**src/rtl/pad_ext_pipe_pkg.sv**
```systemverilog
// pad_ext_pipe_pkg
//   Shared types and helpers for the pad_ext_pipe width converter.
//   pad_mode_e : per-beat conversion mode carried alongside the data.
//   mode_signed: true when the input lane is treated as two's complement.
//   mode_clamp : true when narrowing clamps instead of truncating.
package pad_ext_pipe_pkg;

  typedef enum logic [1:0] {
    PAD_ZERO = 2'd0,
    PAD_SIGN = 2'd1,
    PAD_SAT  = 2'd2,
    PAD_RSVD = 2'd3   // behaves exactly like PAD_ZERO
  } pad_mode_e;

  function automatic logic mode_signed(pad_mode_e m);
    return (m == PAD_SIGN) || (m == PAD_SAT);
  endfunction

  function automatic logic mode_clamp(pad_mode_e m);
    return (m == PAD_SAT);
  endfunction

endpackage

```
**src/rtl/pad_ext_pipe_if.sv**
```systemverilog
// pad_ext_pipe_if
//   Input and output valid/ready streams of pad_ext_pipe bundled together.
//   Lane k of in_data is in_data[k*IN_W +: IN_W]; out_data uses the same
//   packing with OUT_W-bit lanes and out_sat carries one flag per lane.
//   master: producer/consumer side (testbench or surrounding logic).
//   slave : the converter itself.
interface pad_ext_pipe_if
  import pad_ext_pipe_pkg::*;
#(
  parameter int CHANNELS = 2,
  parameter int IN_W     = 10,
  parameter int OUT_W    = 16
);
  logic                      in_valid;
  logic                      in_ready;
  logic [CHANNELS*IN_W-1:0]  in_data;
  pad_mode_e                 in_mode;
  logic                      out_valid;
  logic                      out_ready;
  logic [CHANNELS*OUT_W-1:0] out_data;
  logic [CHANNELS-1:0]       out_sat;

  modport master (
    output in_valid, in_data, in_mode, out_ready,
    input  in_ready, out_valid, out_data, out_sat
  );

  modport slave (
    input  in_valid, in_data, in_mode, out_ready,
    output in_ready, out_valid, out_data, out_sat
  );
endinterface

```
**src/rtl/pad_ext_pipe_lane.sv**
```systemverilog
// pad_lane
//   Combinational conversion of one IN_W-bit lane to OUT_W bits.
//   Ports: x (input lane), mode (conversion mode), y (converted lane),
//          sat (value was clamped, or truncation changed its meaning).
//   Widening/equal: zero or sign extension, never flags.
//   Narrowing     : truncate (zero/sign/reserved) or clamp (saturate).
module pad_lane
  import pad_ext_pipe_pkg::*;
#(
  parameter int IN_W  = 10,
  parameter int OUT_W = 16
) (
  input  logic [IN_W-1:0]  x,
  input  pad_mode_e        mode,
  output logic [OUT_W-1:0] y,
  output logic             sat
);

  generate
    if (OUT_W > IN_W) begin : g_wide
      logic sgn;
      always_comb begin
        sgn = mode_signed(mode) & x[IN_W-1];
        y   = {{(OUT_W-IN_W){sgn}}, x};
        sat = 1'b0;
      end
    end else if (OUT_W == IN_W) begin : g_same
      always_comb begin
        y   = x;
        sat = 1'b0 & mode_signed(mode);
      end
    end else begin : g_narrow
      localparam int DW = IN_W - OUT_W;
      logic [DW-1:0]    hi;
      logic [OUT_W-1:0] lo;
      logic [OUT_W-1:0] smax;
      logic             fits_u;
      logic             fits_s;

      always_comb begin
        hi     = x[IN_W-1:OUT_W];
        lo     = x[OUT_W-1:0];
        // Value fits unsigned iff dropped bits are zero; fits signed iff the
        // dropped bits are all copies of the kept sign bit.
        fits_u = (hi == '0);
        fits_s = (hi == {DW{lo[OUT_W-1]}});
        smax   = '1;
        smax[OUT_W-1] = 1'b0;
        y      = lo;
        sat    = 1'b0;
        if (mode_clamp(mode)) begin
          if (!fits_s) begin
            sat = 1'b1;
            y   = x[IN_W-1] ? ~smax : smax;   // ~smax is the most negative code
          end
        end else if (mode_signed(mode)) begin
          sat = !fits_s;
        end else begin
          sat = !fits_u;
        end
      end
    end
  endgenerate

endmodule

```
**src/rtl/pad_ext_pipe.sv**
```systemverilog
// pad_ext_pipe
//   Multi-lane pipelined width converter with a two-entry skid buffer.
//   Ports:
//     clock     : rising-edge clock
//     reset     : asynchronous active-low reset
//     bus       : slave side of pad_ext_pipe_if (in/out valid-ready streams)
//     sat_count : accepted output beats with any out_sat bit, saturating
//   Conversion happens at input acceptance; the converted beat lands in the
//   main register (1-cycle latency) or, if main is stalled, in the skid
//   register. in_ready is simply !skid_full, so it is a flop output.
module pad_ext_pipe
  import pad_ext_pipe_pkg::*;
#(
  parameter int CHANNELS = 2,
  parameter int IN_W     = 10,
  parameter int OUT_W    = 16,
  parameter int CNT_W    = 16
) (
  input  logic              clock,
  input  logic              reset,
  pad_ext_pipe_if.slave     bus,
  output logic [CNT_W-1:0]  sat_count
);

  logic [CHANNELS-1:0][OUT_W-1:0] conv_data;
  logic [CHANNELS-1:0]            conv_sat;

  for (genvar k = 0; k < CHANNELS; k++) begin : g_lane
    pad_lane #(
      .IN_W  (IN_W),
      .OUT_W (OUT_W)
    ) u_lane (
      .x    (bus.in_data[k*IN_W +: IN_W]),
      .mode (bus.in_mode),
      .y    (conv_data[k]),
      .sat  (conv_sat[k])
    );
  end

  logic [CHANNELS-1:0][OUT_W-1:0] main_data_q, main_data_d;
  logic [CHANNELS-1:0]            main_sat_q,  main_sat_d;
  logic                           main_vld_q,  main_vld_d;
  logic [CHANNELS-1:0][OUT_W-1:0] skid_data_q, skid_data_d;
  logic [CHANNELS-1:0]            skid_sat_q,  skid_sat_d;
  logic                           skid_full_q, skid_full_d;
  logic [CNT_W-1:0]               sat_cnt_q,   sat_cnt_d;

  logic in_fire;
  logic out_fire;

  assign in_fire  = bus.in_valid & ~skid_full_q;
  assign out_fire = main_vld_q & bus.out_ready;

  always_comb begin
    main_data_d = main_data_q;
    main_sat_d  = main_sat_q;
    main_vld_d  = main_vld_q;
    skid_data_d = skid_data_q;
    skid_sat_d  = skid_sat_q;
    skid_full_d = skid_full_q;
    sat_cnt_d   = sat_cnt_q;

    if (out_fire) begin
      if (skid_full_q) begin
        // in_ready was low, so no new beat competes with the skid drain.
        main_data_d = skid_data_q;
        main_sat_d  = skid_sat_q;
        skid_full_d = 1'b0;
      end else if (in_fire) begin
        main_data_d = conv_data;
        main_sat_d  = conv_sat;
      end else begin
        // Data/sat left as-is so out_data holds while out_valid is low.
        main_vld_d  = 1'b0;
      end
    end else if (in_fire) begin
      if (main_vld_q) begin
        skid_data_d = conv_data;
        skid_sat_d  = conv_sat;
        skid_full_d = 1'b1;
      end else begin
        main_data_d = conv_data;
        main_sat_d  = conv_sat;
        main_vld_d  = 1'b1;
      end
    end

    if (out_fire && (|main_sat_q) && (sat_cnt_q != '1)) begin
      sat_cnt_d = sat_cnt_q + CNT_W'(1);
    end
  end

  always_ff @(posedge clock or negedge reset) begin
    if (!reset) begin
      main_data_q <= '0;
      main_sat_q  <= '0;
      main_vld_q  <= 1'b0;
      skid_data_q <= '0;
      skid_sat_q  <= '0;
      skid_full_q <= 1'b0;
      sat_cnt_q   <= '0;
    end else begin
      main_data_q <= main_data_d;
      main_sat_q  <= main_sat_d;
      main_vld_q  <= main_vld_d;
      skid_data_q <= skid_data_d;
      skid_sat_q  <= skid_sat_d;
      skid_full_q <= skid_full_d;
      sat_cnt_q   <= sat_cnt_d;
    end
  end

  assign bus.in_ready  = ~skid_full_q;
  assign bus.out_valid = main_vld_q;
  assign bus.out_data  = main_data_q;
  assign bus.out_sat   = main_sat_q;
  assign sat_count     = sat_cnt_q;

endmodule

```
**src/flat_wrapper.sv**
```systemverilog
// flat-port wrapper written by rule: the top's interface ports become plain ports
module pad_ext_pipe_flat import pad_ext_pipe_pkg::*;
#(
  parameter int CHANNELS = 2,
  parameter int IN_W     = 10,
  parameter int OUT_W    = 16,
  parameter int CNT_W    = 16
)
  (clock, reset, sat_count, bus_in_valid, bus_in_data, bus_in_mode, bus_out_ready, bus_in_ready, bus_out_valid, bus_out_data, bus_out_sat);
  pad_ext_pipe_if #(.CHANNELS(CHANNELS), .IN_W(IN_W), .OUT_W(OUT_W)) bus_i ();
  input  logic clock;
  input  logic reset;
  output logic [CNT_W-1:0] sat_count;
  input wire logic [$bits(bus_i.in_valid)-1:0] bus_in_valid;
  input wire logic [$bits(bus_i.in_data)-1:0] bus_in_data;
  input wire logic [$bits(bus_i.in_mode)-1:0] bus_in_mode;
  input wire logic [$bits(bus_i.out_ready)-1:0] bus_out_ready;
  output wire logic [$bits(bus_i.in_ready)-1:0] bus_in_ready;
  output wire logic [$bits(bus_i.out_valid)-1:0] bus_out_valid;
  output wire logic [$bits(bus_i.out_data)-1:0] bus_out_data;
  output wire logic [$bits(bus_i.out_sat)-1:0] bus_out_sat;
  assign bus_i.in_valid = bus_in_valid;
  assign bus_i.in_data = bus_in_data;
  assign bus_i.in_mode = bus_in_mode;
  assign bus_i.out_ready = bus_out_ready;
  assign bus_in_ready = bus_i.in_ready;
  assign bus_out_valid = bus_i.out_valid;
  assign bus_out_data = bus_i.out_data;
  assign bus_out_sat = bus_i.out_sat;
  pad_ext_pipe #(.CHANNELS(CHANNELS), .IN_W(IN_W), .OUT_W(OUT_W), .CNT_W(CNT_W)) u_core (.clock(clock), .reset(reset), .bus(bus_i), .sat_count(sat_count));
endmodule
```
**config.mk**
```make
export PLATFORM = sky130hd
export DESIGN_NAME = pad_ext_pipe_flat
export DESIGN_NICKNAME = d
export VERILOG_FILES = /design/src/rtl/pad_ext_pipe_pkg.sv /design/src/rtl/pad_ext_pipe_if.sv /design/src/rtl/pad_ext_pipe_lane.sv /design/src/rtl/pad_ext_pipe.sv /design/src/flat_wrapper.sv
export SDC_FILE = /design/constraint.sdc
export NUM_CORES = 1
export LEC_CHECK = 0
export CAP_MARGIN = 25
export CORE_MARGIN = 4
export CORE_UTILIZATION = 31
export DETAILED_ROUTE_END_ITERATION = 8
export PLACE_DENSITY = 0.59
export SETUP_SLACK_MARGIN = 0.5
export SLEW_MARGIN = 20
export SYNTH_ARGS = -nofsm -noshare
export SYNTH_HDL_FRONTEND = slang
export SYNTH_SLANG_ARGS = --single-unit
```
**constraint.sdc**
```tcl
create_clock -name clock -period 1.7 [get_ports clock]
set_input_delay 0.34 -clock clock [delete_from_list [all_inputs] [get_ports clock]]
set_output_delay 0.34 -clock clock [all_outputs]
set_load 0.05 [all_outputs]
```
==> impl_metrics.py <==
metrics = {
    "timing": {
        "rsz0062_at_grt": "true",
        "whs_ns": 0.00724,
        "finalHoldViolCount": 0,
        "report.final.slew_viol_count": 0,
        "finalSetupViolCount": 0,
        "timing.final.crit_period_ns": 1.55,
        "post-route-period-util": 0.911,
        "skew_ns": 0.00544,
        "fmax_ghz": 0.646,
    },
    "placed_design": {
        "hpwl_um": 3180,
        "dp_cells": 318,
        "portBuffers": 59,
        "gp_congestion": 0.679,
    },
    "logic_synthesis": {
        "synthCells": 169,
        "yosysUniqueCellTypes": 21,
        "yosys_warnings": 0,
        "synth_area_um2": 2400,
        "ys_ff_latch": 46,
        "synth.avg_cell_area_um2": 14.2,
        "yosys.area.top_type": "dfrtp_1",
        "seq_area_frac_synth": 0.479,
        "synth_top_area_frac": 0.479,
        "yosys-top-cells-area": "dfrtp_1 (48%), mux2_4 (23%), buf_4 (9.7%), mux2_2 (9.4%), mux2_1 (1.9%)",
    },
    "global_routing": {
        "grt_pass1_wl_um": 7930,
        "grt_overflow": 0,
        "grt_pass1_vias": 1540,
        "grt_use_total": 0.114,
        "antenna_found_initial": 0,
        "grt_start_max_net_pins": 47,
    },
    "final_layout": {
        "diodes": 0,
        "fin_nets": 294,
        "drive_gt1_frac": 0.621,
        "syn_to_final_growth_pct": 59.2,
        "fin_cells": 368,
    },
    "run_status": {
        "outcome": "finished, final reports clean",
    },
    "critical_path": {
        "cp_slowest_stage_delay_ns": 0.45,
        "cp.arrival_ns": 1.74,
        "r2r-start": "u_core.skid_full_q$_DFFE_PN0P_",
        "cp_max_fo": 9,
        "path_common_cell": "mux2_4",
        "r2r_setup_slack_ns": 0.15,
        "worstReg2RegEnd": "u_core.bus.out_data[9]$_DFFE_PN0P_",
        "startpoint_type": "flip-flop",
        "cpMaxStageDelayCell": "dfrtp_2",
        "reg2reg_depth": 5,
        "worstPathRequired_ns": 1.89,
        "path_cells": "buf_6, nand3_4, buf_12, mux2_4, mux2_4",
        "crit_path_end_kind": "flip-flop",
        "crit_type": "flip-flop to flip-flop",
    },
    "routing": {
        "met3_length_um": 235,
        "num_vias": 1589,
        "dr_wl_met2_um": 2790,
        "wl_met1_um": 2500,
        "drc_errors": 0,
        "top_layer": "met4",
        "ant_nets": 0,
        "wire_per_inst_um": 15.2,
        "first_pass_iters": 4,
        "vias_per_cell": 4.32,
        "drt-total-wl_um": 5590,
        "first_iter_violations": 26,
    },
    "clock_tree": {
        "insertion_delay_ns": 0.30,
        "root_buffer": "clkbuf_8",
        "path_clk_slew_ns": 0.09,
        "cts_tree": "built",
        "numCtsBuffers": 5,
        "htree_levels": 2,
        "cts_hold_buf": 0,
        "cts_buffer_depth": 2,
        "cts.sinks": 46,
    },
    "worst_hold_path": {
        "min_path_type": "primary input to asynchronous set/reset pin",
    },
    "power": {
        "leakage_nw": 1.86,
        "ir_worst_vdd_mv": 0.867,
        "power.density_nw_per_um2": 2150,
        "report.power.total_mw": 8.23,
    },
    "floorplan": {
        "die_x_um": 96.0,
        "die_area_um2": 9220,
        "start_util": 0.324,
        "num_rows": 31,
        "die_h_um": 96.0,
        "coreArea_um2": 7410,
        "io-pin-count": 78,
    },
    "job": {
        "maxCapViolCount": 0,
    },
}
-- routing by layer --
layer	track usage	up-vias
li1	-	736
met1	0.150	810
met2	0.185	38
met3	0.0219	5
met4	0.0427	0
met5	0	-
-- report_power, final --
part	switching (mW)	internal, mW	leakage [nW]
logic	2.48	2.95	1.27
clock network	0.395	0.291	0.0452
registers	0.454	1.66	0.544
-- per-stage QoR --
step            util  TNS (ns)  instance area, um^2  worst slack [ns]
3_5_place_dp   0.412     -9.92                 3050            -0.303
4_1_cts        0.481         0                 3560             0.164
5_1_grt        0.516         0                 3820            0.0975
3_3_place_gp   0.412     -8.80                 3050            -0.269
6_report       0.516         0                 3820             0.152
2_1_floorplan      -         0                 2590             0.101
-- worst max path at each step --
| stage | from | to | slack, ns | cells past startpoint |
|---|---|---|---|---|
| detailed placement | bus_out_ready | u_core.bus.out_data[16]$_DFFE_PN0P_ | -0.30 | 5 |
| global route | u_core.skid_full_q$_DFFE_PN0P_ | u_core.bus.out_data[9]$_DFFE_PN0P_ | 0.1 | 6 |
| floorplan | u_core.bus.out_valid$_DFFE_PN0P_ | u_core.bus.out_data[16]$_DFFE_PN0P_ | 0.10 | 5 |
| CTS | u_core.skid_full_q$_DFFE_PN0P_ | u_core.bus.out_data[9]$_DFFE_PN0P_ | 0.16 | 5 |
| global placement | bus_out_ready | u_core.bus.out_data[24]$_DFFE_PN0P_ | -0.27 | 5 |
| finish | u_core.skid_full_q$_DFFE_PN0P_ | u_core.bus.out_data[9]$_DFFE_PN0P_ | 0.15 | 5 |
-- layout by cell type (no fill, tap or decap), drive strengths merged --
cell	n
buf	85
mux2	60
dfrtp	46
clkdlybuf4s50	22
conb	18
clkbuf	8
inv	6
nand3	3
o21ai	3
nand2	2
and4	2
a31oi	2
mux2i	2
a21oi	2
dlygate4sd2	2
clkinv	2
nand2b	1
a22oi	1
and4bb	1
xor2	1
-- critical path, delay by kind of cell (launching register included) --
kind                   cells  cell delay, ns
DFF                        1            0.45
buffers and inverters      2            0.32
muxes                      2            0.56
and+or+nand+nor            1            0.11
-- final cells by class --
class / count / area (um^2)
Clock buffer: 6 / 72.6
Fill cell: 624 / 3590
Tap cell: 99 / 124
Timing Repair Buffer: 111 / 1290
Clock inverter: 2 / 13.8
Sequential cell: 46 / 1160
Multi-Input combinational cell: 98 / 1140
Inverter: 6 / 25.0
-- flip-flops by register name (all words and copies together) (netlist names) --
name,count
u_core.skid_data_q,22
u_core.bus.out_valid,1
u_core.skid_full_q,1
u_core.bus.out_data,22
-- Yosys cell counts --
| cell | n |
|---|---|
| a22oi_2 | 1 |
| nand3_1 | 2 |
| mux2_4 | 36 |
| and4bb_1 | 1 |
| a21oi_1 | 2 |
| nand3_2 | 1 |
| buf_4 | 31 |
| inv_1 | 6 |
| o21ai_0 | 3 |
| dfrtp_1 | 46 |
| a31oi_1 | 2 |
| buf_2 | 3 |
| xor2_1 | 1 |
| mux2_2 | 20 |
| mux2_1 | 4 |
| and4_1 | 2 |
| conb_1 | 1 |
| nand2b_1 | 1 |
| mux2i_1 | 2 |
| nand2_1 | 2 |
| buf_6 | 2 |
-- cell families after synthesis --
group | count (synthesis) | share of synthesized area
xor gates and xnor gates | 1 | 0.00365
muxes | 62 | 0.346
other | 1 | 0.00156
DFF | 46 | 0.479
buffers and inverters | 42 | 0.122
AOI/OAI and AO/OA | 8 | 0.0208
and+or+nand+nor | 9 | 0.0266
-- what timing repair did --
item                                   in CTS  in global routing
pin swaps                                   1                  1
setup endpoints to repair                  78                 79
gates resized for setup                    40                 40
cloned                                      2                  3
endpoints found under the hold margin       0                  0
buffers inserted                           30                  7
No activity file was read; power rests on OpenSTA's default activity.
==> RTL change (config.mk and constraints unchanged) <==
`OUT_W` is set to 16 in 4 places; all go to 32.
--- a/src/rtl/pad_ext_pipe_if.sv
+++ b/src/rtl/pad_ext_pipe_if.sv
@@ -10,5 +10,5 @@
   parameter int CHANNELS = 2,
   parameter int IN_W     = 10,
-  parameter int OUT_W    = 16
+  parameter int OUT_W    = 32
 );
   logic                      in_valid;
--- a/src/rtl/pad_ext_pipe_lane.sv
+++ b/src/rtl/pad_ext_pipe_lane.sv
@@ -9,5 +9,5 @@
 #(
   parameter int IN_W  = 10,
-  parameter int OUT_W = 16
+  parameter int OUT_W = 32
 ) (
   input  logic [IN_W-1:0]  x,
--- a/src/rtl/pad_ext_pipe.sv
+++ b/src/rtl/pad_ext_pipe.sv
@@ -14,5 +14,5 @@
   parameter int CHANNELS = 2,
   parameter int IN_W     = 10,
-  parameter int OUT_W    = 16,
+  parameter int OUT_W    = 32,
   parameter int CNT_W    = 16
 ) (
--- a/src/flat_wrapper.sv
+++ b/src/flat_wrapper.sv
@@ -4,5 +4,5 @@
   parameter int CHANNELS = 2,
   parameter int IN_W     = 10,
-  parameter int OUT_W    = 16,
+  parameter int OUT_W    = 32,
   parameter int CNT_W    = 16
 )
Ports: changed (resized bus_out_data); port bits go from 78 to 110. No check against the original RTL was run, so the function may have changed too.
==> RTL change against the unedited design <==
- die area is 9.2% higher
- design area is 23% higher
- routed wire length is 11% higher
- synthesized area is 10% higher
- sequential cell count stayed put
- total power is 38% higher
- setup slack worse by 0.0067 ns
- critical path type unchanged
- highest routed layer unchanged
==> RTL change: results (changes against the unedited design) <==
- Status: finished, final reports clean
- XOR/XNOR Fraction of Synth Area: 0.332% (-0.033 points)
- First-pass GRT wire length: 9350 microns (+18%)
- Detail Placement HPWL: 4110 microns (+29%)
- Placed Cells: 361 (+14%)
- Reg area: 1160 sq um (+0.43%)
- Multi-input gate share of total cell area: 24.1% (-5.8 points)
- Synth cell count leaders: 63 x buf_4, 46 x dfrtp_1, 36 x mux2_4, 22 x mux2_2, 6 x inv_1
- Critical Path Sink: u_core.bus.out_data[40]
- Fin cells: 409 (+11%)
- Total Routing Usage GR: 11.9% (+0.46 points)
- Slowest stage delay, CP: 0.47 ns (+0.02 ns)
- Compound-gate portion of the synthesized area: 1.89% (-0.19 points)
- Pwr Density: 2410 nW/um^2 (+12%)
- Seq/Total Area, Yosys: 43.6% (-4.4 points)
- Multiplexer share of the synthesized area: 31.5% (-3.1 points)
- Signal buffers: 146 (+32%)
- Peak fanout along the critical path: 6 (-3)
- Fill cells: 665 (+6.6%)
- Maximum VDD drop: 1.07 mV (+23%)
- Layout cells sized above 1: 66.4% (+4.4 points)
- Vias/cell: 4.22 (-2.2%)
- Port bufs: 91 (+54%)
- Seq cells: 46 (unchanged)
- Launching point of the worst reg2reg path: u_core.bus.out_valid
- Routability cong.: 0.778 (+15%)
RTL change: changes by cell type after synthesis:
cell	before	now
mux2_2	20	22
buf_4	31	63
mux2_1	4	2
RTL change: kinds of logic after synthesis:
| group | Yosys count |
|---|---|
| buffers and inverters | 74 |
| XOR/XNOR | 1 |
| AO/OA/AOI/OAI | 8 |
| multiplexers | 62 |
| AND/OR/NAND/NOR | 9 |
| other | 1 |
| flip-flops | 46 |
RTL change: worst min-delay path by stage:
stage / depth (start not counted) / endpoint / slack (ns)
2_1_floorplan: 0 / u_core.bus.out_data[0] / 0.04
3_3_place_gp: 1 / u_core.skid_data_q[37] / 0.33
3_5_place_dp: 1 / u_core.skid_data_q[39] / 0.33
4_1_cts: 2 / u_core.skid_full_q / 0.50
5_1_grt: 2 / u_core.skid_data_q[39] / 0.50
6_report: 2 / u_core.bus.out_data[41] / 0.48
RTL change: routing by layer:
layer,vias to the layer above,share of wire [%],global-route usage [%]
li1,800,-,-
met1,841,42,14.5
met2,82,49,20.7
met3,5,8.1,2.99
met4,0,0.64,3.11
met5,-,0,0
RTL change: repair_timing:
action / 4_1_cts / 5_1_grt
hold buffers: 1 / 0
pin swaps: 0 / 3
setup endpoints to repair: 110 / 124
gates resized for setup: 50 / 12
gates cloned: 6 / 2
buffers inserted: 25 / 6
endpoints found under the hold margin: 9 / 0
RTL change: power groups by stage:
stage                     Clock (uW)  Sequential (uW)  Combinational, uW
after CTS                       1020             2100               8030
after global placement             0             2070               6970
after detailed placement           0             2100               7010
after floorplan                    0             2990               3780
final                            999             2120               8250
after global routing            1060             2180               8550
RTL change: worst reg2reg max path: stages (launching register included):
cell,delay (ns)
dfrtp_2,0.47
buf_6,0.15
a22oi_2,0.23
buf_6,0.16
buf_8,0.13
mux2_4,0.30
